File: config.mk
export PLATFORM = sky130hd
export DESIGN_NAME = hamming_encoder_7_4
export DESIGN_NICKNAME = d
export VERILOG_FILES = /design/src/rtl/hamming_encoder_7_4.sv
export SDC_FILE = /design/constraint.sdc
export NUM_CORES = 1
export LEC_CHECK = 0
export ABC_CLOCK_PERIOD_IN_PS = 800
export BUFFER_PORTS_ARGS = -buffer_cell sky130_fd_sc_hd__buf_2
export CAP_MARGIN = 20
export CORE_AREA = 5 5 42 44
export DETAILED_ROUTE_END_ITERATION = 8
export DIE_AREA = 0 0 47 49
export PLACE_DENSITY = 0.55
export RECOVER_POWER = 100
export SYNTH_ARGS = -nofsm -noshare
export SYNTH_HDL_FRONTEND = slang
export SYNTH_SLANG_ARGS = --single-unit
export TNS_END_PERCENT = 50
File: constraint.sdc
create_clock -name clk -period 0.8 [get_ports clk]
set_input_delay 0.12 -clock clk [delete_from_list [all_inputs] [get_ports clk]]
set_output_delay 0.12 -clock clk [all_outputs]
set_load 0.005 [all_outputs]
File: src/rtl/hamming_encoder_7_4.sv
// ---------------------------------------------------------------------------
// hamming_encoder_7_4
//
// Registered Hamming(7,4) encoder for the UART transmit datapath. It sits
// ahead of the serializer. A nibble sampled while `ena` is high is encoded
// combinationally and then passes through PIPE_STAGES register stages. Each
// stage carries a {valid, code} pair.
//
// Codeword layout (code_out[k] is Hamming position k+1):
//   [0]=p1 [1]=p2 [2]=d1 [3]=p4 [4]=d2 [5]=d3 [6]=d4
//
// Optional build macro:
//   HAMMING_SELFCHECK_EN
//     When defined, a syndrome checker watches the final stage. It raises
//     check_err on the cycle after a valid codeword with a nonzero syndrome.
//     When undefined, check_err is tied low and no checker logic exists.
// ---------------------------------------------------------------------------
module hamming_encoder_7_4 #(
    parameter int PIPE_STAGES = 1
) (
    input  logic       clk,
    input  logic       rst_n,
    input  logic       ena,
    input  logic [3:0] data_in,
    output logic [6:0] code_out,
    output logic       valid_out,
    output logic       check_err
);

    // Latency is 1..3 register stages; anything else is rejected at elaboration.
    generate
        if (PIPE_STAGES < 1 || PIPE_STAGES > 3) begin : g_bad_pipe_stages
            $error("hamming_encoder_7_4: PIPE_STAGES must be in 1..3");
        end
    endgenerate

    // Compute the parity bits and place them with the data bits in positions 1..7.
    function automatic logic [6:0] hamming_encode(input logic [3:0] d);
        logic p1;
        logic p2;
        logic p4;
        p1 = d[0] ^ d[1] ^ d[3];
        p2 = d[0] ^ d[2] ^ d[3];
        p4 = d[1] ^ d[2] ^ d[3];
        return {d[3], d[2], d[1], p4, d[0], p2, p1};
    endfunction

`ifdef HAMMING_SELFCHECK_EN
    // Return the syndrome {s4, s2, s1}. A well-formed codeword gives zero.
    function automatic logic [2:0] hamming_syndrome(input logic [6:0] c);
        logic s1;
        logic s2;
        logic s4;
        s1 = c[0] ^ c[2] ^ c[4] ^ c[6];
        s2 = c[1] ^ c[2] ^ c[5] ^ c[6];
        s4 = c[3] ^ c[4] ^ c[5] ^ c[6];
        return {s4, s2, s1};
    endfunction
`endif

    // Index 0 is the combinational encoder output. Indices 1..PIPE_STAGES are registers.
    logic [6:0] code_p [0:PIPE_STAGES];
    logic       vld_p  [0:PIPE_STAGES];

    // ---- stage p0: combinational encode of the sampled nibble ----
    assign code_p[0] = hamming_encode(data_in);
    assign vld_p[0]  = ena;

    // ---- stages p1..pN: register chain ----
    // A stage loads its code only when the word feeding it is valid. This does
    // two things: idle cycles keep the last valid codeword on code_out, and an
    // undriven data_in while ena is low never enters the chain.
    generate
        for (genvar s = 1; s <= PIPE_STAGES; s++) begin : g_stage
            // Shift valid every cycle. Capture code only behind a valid word.
            always_ff @(posedge clk or negedge rst_n) begin
                if (!rst_n) begin
                    vld_p[s]  <= 1'b0;
                    code_p[s] <= 7'h00;
                end else begin
                    vld_p[s] <= vld_p[s-1];
                    if (vld_p[s-1]) begin
                        code_p[s] <= code_p[s-1];
                    end
                end
            end
        end
    endgenerate

    // ---- output: final register stage ----
    assign code_out  = code_p[PIPE_STAGES];
    assign valid_out = vld_p[PIPE_STAGES];

`ifdef HAMMING_SELFCHECK_EN
    // Flag an internal fault one cycle after a valid word that fails its own syndrome.
    always_ff @(posedge clk or negedge rst_n) begin
        if (!rst_n) begin
            check_err <= 1'b0;
        end else begin
            check_err <= valid_out & (|hamming_syndrome(code_out));
        end
    end
`else
    assign check_err = 1'b0;
`endif

endmodule

==> out/metrics.csv <==
stage,metric,value,unit
outcome,outcome,finished with violations,
outcome,failing checks,negative setup slack,
finish,layout cells sized above 1,0.595,
synthesis,yosys warns,0,
timing,Worst Slack Setup Final,-0.0710,ns
grt,number of global-route vias before repair,267,
die,row count,14,
grt,largest net degree at the start of global routing,9,
finish,fin cells,53,
clock_network,Sink Count,8,
grt,global route overflow,0,
timing,RSZ-0062 raised after global routing,true,
clock_network,root buffer cell,clkbuf_4,
worst_hold_path,hold crit path type,input pin to flip-flop,
synthesis,mapped cell area,419,um^2
pwr,PwrDens,2070,nW/um^2
detailed_routing,total number of vias,220,
critical_path,slowest CP cell,dfrtp_1,
die,Die ar.,2300,um^2
critical_path,crit-path cells,buf_2,
detailed_routing,DR DRC count,0,
timing,fmax,1150,MHz
synthesis,Yosys reg bits,8,
synthesis,cell accounting for the most synthesized area,dfrtp_1,
detailed_routing,Initial DRT Pass Iterations,2,
die,number of top-level pins,16,
timing,Final Hold Fails,0,
finish,Final #Nets,46,
synthesis,count of cell types in the netlist,6,
critical_path,Startpoint Class,flip-flop,
grt,initial antenna violation count,0,
detailed_routing,Iteration-0 DRC Markers,3,
clock_network,Clock transition at path regs,0.05,ns
critical_path,arrival time worst endpoint,0.75,ns
pwr,Max VDD drop,716,uV
critical_path,CP Max Fanout,2,
die,core region area,1400,um^2
clock_network,Clock Tree Buf Depth,2,
clock_network,CTS H-tree lvls,1,
timing,clk_skew,0,ns
detailed_routing,WL/cell,12.3,um
timing,Hold Worst Slack,0.150,ns
clock_network,TritonCTS clock tree,yes,
synthesis,Syn Nets,35,
detailed_routing,via/cell ratio,4.15,
die,starting density of the core,0.299,
placement,Setup WS pre-CTS,-0.227,ns
finish,fill count,142,
critical_path,CP Data Required Time,0.68,ns
clock_network,post-CTS setup buffers,0,
critical_path,"delay-heaviest family, CP",flip-flops,
detailed_routing,post-route ant nets,0,
placement,dpl cells,49,
clock_network,total CTS buffers,3,
clock_network,Post-CTS Resized,0,
synthesis,sequential-to-total area share from yosys stat,0.478,
finish,# diodes,0,
critical_path,Worst setup EP type,output pin,
critical_path,WP buf/inv,1,
pwr,Final Power,0.000981,W
die,die width,47,um
grt,first-pass GRT wire length,1120,um
finish,Final Instance Area,474,um^2
synthesis,syn_area_per_cell,15.0,um^2
finish,"Area growth, synth to finish",13.1,%
critical_path,CP peak stage delay,0.38,ns
run,number of max-cap violations,0,
synthesis,Cells after Synth,28,
placement,I/O Buffers,14,
synthesis,top-area cell type share of the netlist area,0.478,
grt,Total GRT Usage,0.0691,
critical_path,Crit Path Class,flip-flop to output pin,
timing,crit path time final,0.871,ns
timing,Final Setup Violations,8,
timing,Tcrit/Tclk final,1.09,
timing,max-slew violation count,0,
die,Die Y,49,um
synthesis,most area-consuming cells after synthesis,"dfrtp_1, mux2_2, xor3_1",
placement,GP Congestion,0.666,
pwr,LEAKAGE,0.238,nW
clock_network,clk_lat worst skew,0.25,ns
placement,placed cell areas,444,um^2
detailed_routing,drt total wl,654,um
[power by group]
group          total [W]  internal, W  switching, W  leakage, nW
clock network   0.000303     0.000171      0.000132       0.0138
registers       0.000482     0.000458     0.0000240       0.0935
logic           0.000195     0.000125     0.0000701        0.130
total           0.000981     0.000755      0.000226        0.238
[cell families (layout without fill, tap and decap cells)]
logic type,count (synthesis),in the layout,synth area share
XOR/XNOR,3,3,0.170
buffers and inverters,9,18,0.155
flip-flops,8,8,0.478
multiplexers,7,7,0.188
other,1,1,0.00895
[metal layers]
| metal | share of wire | GRT usage | vias to the layer above | routed length, um |
|---|---|---|---|---|
| li1 | - | - | 103 | - |
| met1 | 0.44 | 0.0936 | 107 | 288 |
| met2 | 0.44 | 0.0928 | 10 | 287 |
| met3 | 0.12 | 0.0221 | 0 | 79 |
| met4 | 0 | 0.0415 | 0 | 0 |
| met5 | 0 | 0 | - | 0 |
[final cells by class]
class                   instances  area (um^2)  share of cell area
clock buffers                   3         22.5              0.0475
multi-input cells              11          154               0.325
flip-flops and latches          8          200               0.422
well taps                      16         20.0              0.0422
repair buffers                 15         77.6               0.164
[repair_timing]
action                                 in CTS  in global routing
endpoints found under the hold margin       8                  0
cloned                                      0                  0
hold buffers                                1                  0
setup endpoints to repair                   8                  8
[final timing paths]
path | start | to | slack, ns | cells past startpoint
max | code_out[1] | code_out[1] | -0.07 | 1
min | data_in[1] | code_out[4] | 0.15 | 2
max reg2reg | code_out[1] | code_out[1] | 0.05 | 1
min reg2reg | code_out[5] | code_out[5] | 0.50 | 1
max in group asynchronous | rst_n | code_out[4] | 0.17 | 2
min in group asynchronous | rst_n | code_out[2] | 0.33 | 2
[layout by cell type, fill, tap and decap left out, drive strengths merged]
cell	n
clkbuf	5
dfrtp	8
conb	1
mux2	7
dlygate4sd3	1
buf	12
xor3	3
[stage by stage]
step,setup TNS [ns],util
after global routing,-0.732,0.338
after global placement,-0.616,0.317
after detailed placement,-0.649,0.317
after CTS,-0.627,0.340
final,-0.494,0.338
after floorplan,-0.178,-
[synth_stat cells (all sizes together)]
cell type	number
conb	1
buf	9
mux2	7
xor3	3
dfrtp	8
[sequential cells by signal, summed over array words and instances, names as in the netlist]
signal / flops
code_out: 7
valid_out: 1
Note: power is estimated with default switching activity, not from simulation.
